$ cat config.mk
export PLATFORM = sky130hd
export DESIGN_NAME = seven_seg_scan_ctrl
export DESIGN_NICKNAME = d
export VERILOG_FILES = /design/src/rtl/seven_seg_scan_ctrl.sv
export SDC_FILE = /design/constraint.sdc
export NUM_CORES = 1
export LEC_CHECK = 0
export CAP_MARGIN = 20
export CORE_MARGIN = 2
export CORE_UTILIZATION = 30
export DETAILED_ROUTE_END_ITERATION = 7
export SKIP_CTS_REPAIR_TIMING = 1
export SYNTH_ARGS = -nofsm -noshare
export SYNTH_HDL_FRONTEND = slang
export SYNTH_SLANG_ARGS = --single-unit
$ cat constraint.sdc
create_clock -name clk -period 1.35 [get_ports clk]
set_input_delay 0.405 -clock clk [delete_from_list [all_inputs] [get_ports clk]]
set_output_delay 0.405 -clock clk [all_outputs]
set_load 0.05 [all_outputs]
$ cat src/rtl/seven_seg_scan_ctrl.sv
// Binary-to-BCD converter (sequential double-dabble) feeding a round-robin
// multiplexed 7-segment display scanner that shares one external decoder.
module seven_seg_scan_ctrl #(
    parameter int NUM_DIGITS  = 4,
    parameter int BIN_WIDTH   = 14,
    parameter int REFRESH_DIV = 1000
) (
    input  logic                  clk,
    input  logic                  rst_n,
    input  logic                  load,
    input  logic [BIN_WIDTH-1:0]  bin_in,
    input  logic                  blank_lz,
    output logic                  busy,
    output logic                  overflow,
    output logic [3:0]            bcd_out,
    input  logic [6:0]            segments_in,
    output logic [6:0]            seg_out,
    output logic [NUM_DIGITS-1:0] digit_en
);

    localparam int BCD_W  = 4 * NUM_DIGITS;
    localparam int WORK_W = BCD_W + BIN_WIDTH;
    localparam int IDX_W  = (NUM_DIGITS > 1) ? $clog2(NUM_DIGITS) : 1;
    localparam int PRE_W  = $clog2(REFRESH_DIV);
    localparam int CNT_W  = $clog2(BIN_WIDTH + 1);

    function automatic logic [63:0] pow10(input int n);
        logic [63:0] r;
        r = 64'd1;
        for (int i = 0; i < n; i++) r = r * 64'd10;
        return r;
    endfunction

    localparam logic [63:0]      MAX_VAL   = pow10(NUM_DIGITS) - 64'd1;
    localparam logic [BCD_W-1:0] ALL_NINES = {NUM_DIGITS{4'd9}};

    typedef enum logic {IDLE, CONVERT} state_t;

    state_t                  state_q;
    logic                    busy_q;
    logic                    overflow_q;
    logic [WORK_W-1:0]       work_q;
    logic [WORK_W-1:0]       work_d;
    logic [CNT_W-1:0]        cnt_q;
    logic [BCD_W-1:0]        disp_q;
    logic [IDX_W-1:0]        idx_q;
    logic [IDX_W-1:0]        bcd_idx_q;
    logic [PRE_W-1:0]        presc_q;
    logic [3:0]              bcd_q;
    logic [3:0]              bcd_d;
    logic [6:0]              seg_q;
    logic [NUM_DIGITS-1:0]   den_q;
    logic [NUM_DIGITS-1:0]   den_d;
    logic [BCD_W-1:0]        adj;
    logic [3:0]              disp_nib [NUM_DIGITS];
    logic [NUM_DIGITS-1:0]   blank_mask;

    // Per-nibble add-3 correction ahead of the shift; blank mask marks digits
    // whose own nibble and every higher nibble are zero.
    for (genvar gi = 0; gi < NUM_DIGITS; gi++) begin : g_digit
        assign adj[4*gi +: 4] = (work_q[BIN_WIDTH + 4*gi +: 4] >= 4'd5)
                              ? work_q[BIN_WIDTH + 4*gi +: 4] + 4'd3
                              : work_q[BIN_WIDTH + 4*gi +: 4];
        assign disp_nib[gi]   = disp_q[4*gi +: 4];
        assign blank_mask[gi] = (gi != 0) && (disp_q[BCD_W-1:4*gi] == '0);
    end

    assign work_d = {adj, work_q[BIN_WIDTH-1:0]} << 1;

    always_comb begin
        bcd_d = (blank_lz && blank_mask[idx_q]) ? 4'hF : disp_nib[idx_q];
        den_d = NUM_DIGITS'(1) << bcd_idx_q;
    end

    always_ff @(posedge clk or negedge rst_n) begin
        if (!rst_n) begin
            state_q    <= IDLE;
            busy_q     <= 1'b0;
            overflow_q <= 1'b0;
            work_q     <= '0;
            cnt_q      <= '0;
            disp_q     <= '0;
        end else begin
            case (state_q)
                IDLE: begin
                    if (load) begin
                        state_q    <= CONVERT;
                        work_q     <= {{BCD_W{1'b0}}, bin_in};
                        cnt_q      <= '0;
                        busy_q     <= 1'b1;
                        overflow_q <= (64'(bin_in) > MAX_VAL);
                    end
                end
                CONVERT: begin
                    work_q <= work_d;
                    if (cnt_q == CNT_W'(BIN_WIDTH - 1)) begin
                        state_q <= IDLE;
                        busy_q  <= 1'b0;
                        disp_q  <= overflow_q ? ALL_NINES : work_d[WORK_W-1 -: BCD_W];
                    end else begin
                        cnt_q <= cnt_q + 1'b1;
                    end
                end
                default: state_q <= IDLE;
            endcase
        end
    end

    // Scan runs free of the converter; digit_en lags bcd_out by one cycle so
    // it lines up with the registered decoder result.
    always_ff @(posedge clk or negedge rst_n) begin
        if (!rst_n) begin
            presc_q   <= '0;
            idx_q     <= '0;
            bcd_idx_q <= '0;
            bcd_q     <= 4'd0;
            seg_q     <= 7'b0;
            den_q     <= '0;
        end else begin
            if (presc_q == PRE_W'(REFRESH_DIV - 1)) begin
                presc_q <= '0;
                idx_q   <= (idx_q == IDX_W'(NUM_DIGITS - 1)) ? '0 : idx_q + 1'b1;
            end else begin
                presc_q <= presc_q + 1'b1;
            end
            bcd_q     <= bcd_d;
            bcd_idx_q <= idx_q;
            seg_q     <= segments_in;
            den_q     <= den_d;
        end
    end

    assign busy     = busy_q;
    assign overflow = overflow_q;
    assign bcd_out  = bcd_q;
    assign seg_out  = seg_q;
    assign digit_en = den_q;

endmodule

==> metrics.txt <==
Fill cells 1120; antenna violations before repair 0; max_cap viols 0; Worst Skew 0.00748 ns; Pwr Density between 2000 and 2500 nW/um2; height of the die 116 um; Worst VDD drop 954 uV; Remaining DRCs 0; via/cell ratio about 4.7; sequential share of the synthesized area 54.6%; H-tree depth 3; GRT Overall Usage 12.3%; Gate Count Post-Synth about 340; Initial Utilization 31.0%; # setup viols final 21; clk sinks between 80 and 90; Port Buffers a little over 40; Synthesized Nets ~380; failing checks setup timing; normalized max-slew margin 71.5%; r2r startpoint work_q[15]$_DFFE_PN0P_; Final Net Count 466; run status finished with violations; largest net degree at the start of global routing 33; Internal Power 7.46 mW; post-DR wirelength/cell ~13 um; period utilisation layout 105%; Max clock buf depth 2; diodes inserted 0; ys flop type dfrtp_1; Detailed Routing Iterations Pass 1 4; RSZ-0062 raised after global routing yes; Hold Fails Final Rpt 0; Post-synth EDFFs 0; CTS tree yes; Clock power frac a little under a fifth; Horiz. Die Dim 116 um; WS Path Type reg -> reg; combinational fraction of design power between 40% and 50%; Vias 2838; # IOs 42; HPWL after DPL 5550 um; vias in the first global route 2796; crit-path max FO 3; Final min period 1.42 ns; switching portion of total power a little over a third; Syn Area/Cell 11.1 um2; Crit Reg-Reg Endpoint disp_q[2]$_DFFE_PN0P_; WP data required 1.63 ns; hold slack around 0.44 ns; Root Driver clkbuf_16; site row count 40; worst r2r path cells 6; area of the core 12100 um2; synth unique cells 40; fmax 0.702 GHz; Setup WS post-layout -0.0742 ns; startpoint types flop; Reg power frac 34.0%; Starting DRT DRC Count 102; share of layout cells above drive strength 1 35.9%; Crit. End Element flop; cts bufs inserted 9; total gr overflow 0; post-synthesis cell area 3750 um2; register bit total from synthesis 82; FFs w/ async S/R, synth between 90% and 100%; Die ar. between 10000 and 15000 um2; routability cong. approximately 0.8; TNS Setup -0.790 ns; Layout area overhead 48.0%; Slew Viols, Final 0; R2R Setup Slk -0.07 ns; Slew @ Worst Pin 0.424 ns; Skew-Pair Late Insertion Delay 0.34 ns; Ys Warns 0; NetSw between 4 and 5 mW; CTS clk-pin slew, worst paths around 0.060 ns; wirelength, routed 8060 um; Min-Delay Path Class in -> async; first-pass GRT wire length 13000 um; P_leak 2.48 nW; ANT nets after route 0; crit path DAT 1.70 ns
==> cells in the mapped netlist, types with 8 or more instances <==
| master | instances | area share [%] |
|---|---|---|
| o22ai_1 | 8 | 1.3 |
| nand3_1 | 9 | 1.2 |
| nor3b_1 | 10 | 2.0 |
| dfrtp_1 | 82 | 55 |
| nor2_1 | 22 | 2.2 |
| mux2i_1 | 18 | 4.8 |
| inv_1 | 12 | 1.2 |
| a21o_1 | 8 | 1.6 |
| buf_2 | 8 | 1.1 |
| nand2_1 | 29 | 2.9 |
| ha_1 | 12 | 4.0 |
| o21ai_0 | 19 | 2.5 |
| a21oi_1 | 20 | 2.7 |
==> per-stage QoR <==
stage / worst slack (ns) / power, mW / cell area (um2) / utilization [%] / instances
floorplan: -0.0744 / 6.46 / 3790 / - / 339
CTS: -0.148 / 10.5 / 5170 / 42.7 / 593
detailed placement: -0.399 / 8.23 / 4900 / 40.4 / 577
finish: -0.0742 / 11.7 / 5560 / 45.9 / 602
global route: -0.126 / 12.5 / 5560 / 45.9 / 602
global placement: -0.262 / 8.08 / 4900 / 40.4 / 577
==> registers in the layout, indices dropped and copies added (netlist names), 2 cells and up <==
signal	count
work_q	30
disp_q	16
presc_q	10
digit_en	4
cnt_q	4
seg_out	7
idx_q	2
bcd_out	4
bcd_idx_q	2
==> final cells by class <==
type	instances	area [um2]	share of cell area (%)
Clock buffer	12	246	4.44
Sequential cell	82	2050	37.0
Multi-Input combinational cell	228	1900	34.2
Tap cell	168	210	3.78
Timing Repair Buffer	95	1070	19.3
Inverter	13	48.8	0.878
Clock inverter	4	26.3	0.473
==> worst max-delay path by stage <==
stage                                 startpoint                     to  slack (ns)  depth (start not counted)
after detailed placement               bin_in[7]   overflow$_DFFE_PN0P_       -0.40                          5
after CTS                 work_q[14]$_DFFE_PN0P_  disp_q[2]$_DFFE_PN0P_       -0.15                          5
after global placement                 bin_in[7]   overflow$_DFFE_PN0P_       -0.26                          5
final                     work_q[15]$_DFFE_PN0P_  disp_q[2]$_DFFE_PN0P_       -0.07                          6
after floorplan             presc_q[4]$_DFF_PN0_   idx_q[0]$_DFFE_PN0N_       -0.07                          4
after global routing      work_q[15]$_DFFE_PN0P_  disp_q[2]$_DFFE_PN0P_       -0.13                          6
==> power groups by stage <==
stage | Combinational [mW] | Clock (mW) | Sequential, mW
after floorplan | 2.45 | 0 | 4.00
after global placement | 4.21 | 0 | 3.87
after detailed placement | 4.33 | 0 | 3.89
after CTS | 4.35 | 2.34 | 3.86
after global routing | 5.98 | 2.45 | 4.08
final | 5.49 | 2.26 | 3.99
==> worst max-delay path: stages (launching register included) <==
cell      delay (ns)
dfrtp_1         0.36
inv_2           0.07
ha_2            0.18
nand2b_4        0.15
a21oi_4         0.17
mux2i_2         0.28
a22o_1          0.16
==> layer usage <==
metal / track usage (%) / vias up / part of all wire [%]
met4: 5.16 / 0 / 1.4
li1: - / 1384 / -
met1: 14.9 / 1384 / 44
met5: 0 / - / 0
met3: 4.18 / 10 / 5.4
met2: 20.3 / 60 / 49
==> cell usage in the layout, fill, tap and decap left out, types with 3 or more instances in the layout <==
cell type,instances
nor3b_1,6
dlymetal6s2s_1,3
nor4_1,3
clkdlybuf4s50_1,20
a21oi_1,9
nand2b_1,3
o31ai_1,3
ha_4,6
buf_6,4
buf_4,45
a21o_1,8
nand2_1,29
dfrtp_1,80
ha_1,3
or2_1,4
nand3_1,9
mux2i_1,14
ha_2,3
o21ai_0,15
a21oi_2,7
o22ai_1,7
nor2_1,19
xor2_1,4
nor2b_1,4
buf_12,22
and3_1,3
a31oi_1,3
a22o_1,7
mux4_2,4
nand2b_4,4
a21oi_4,4
nor2_2,3
clkbuf_16,9
xnor2_2,4
mux2i_2,4
inv_2,10
inv_1,3
nor3_1,5
==> cells by family (layout without fill, tap and decap cells) <==
| group | after synthesis | after routing | synth area share (%) |
|---|---|---|---|
| xor+xnor | 10 | 10 | 2.33 |
| flops | 82 | 82 | 54.6 |
| mux | 25 | 25 | 8.30 |
| simple gates | 107 | 107 | 15.3 |
| fa+ha+maj | 12 | 12 | 4.00 |
| compound gates | 74 | 74 | 12.3 |
| buf+inv | 29 | 124 | 3.17 |
(Power assumes the default switching activity.)
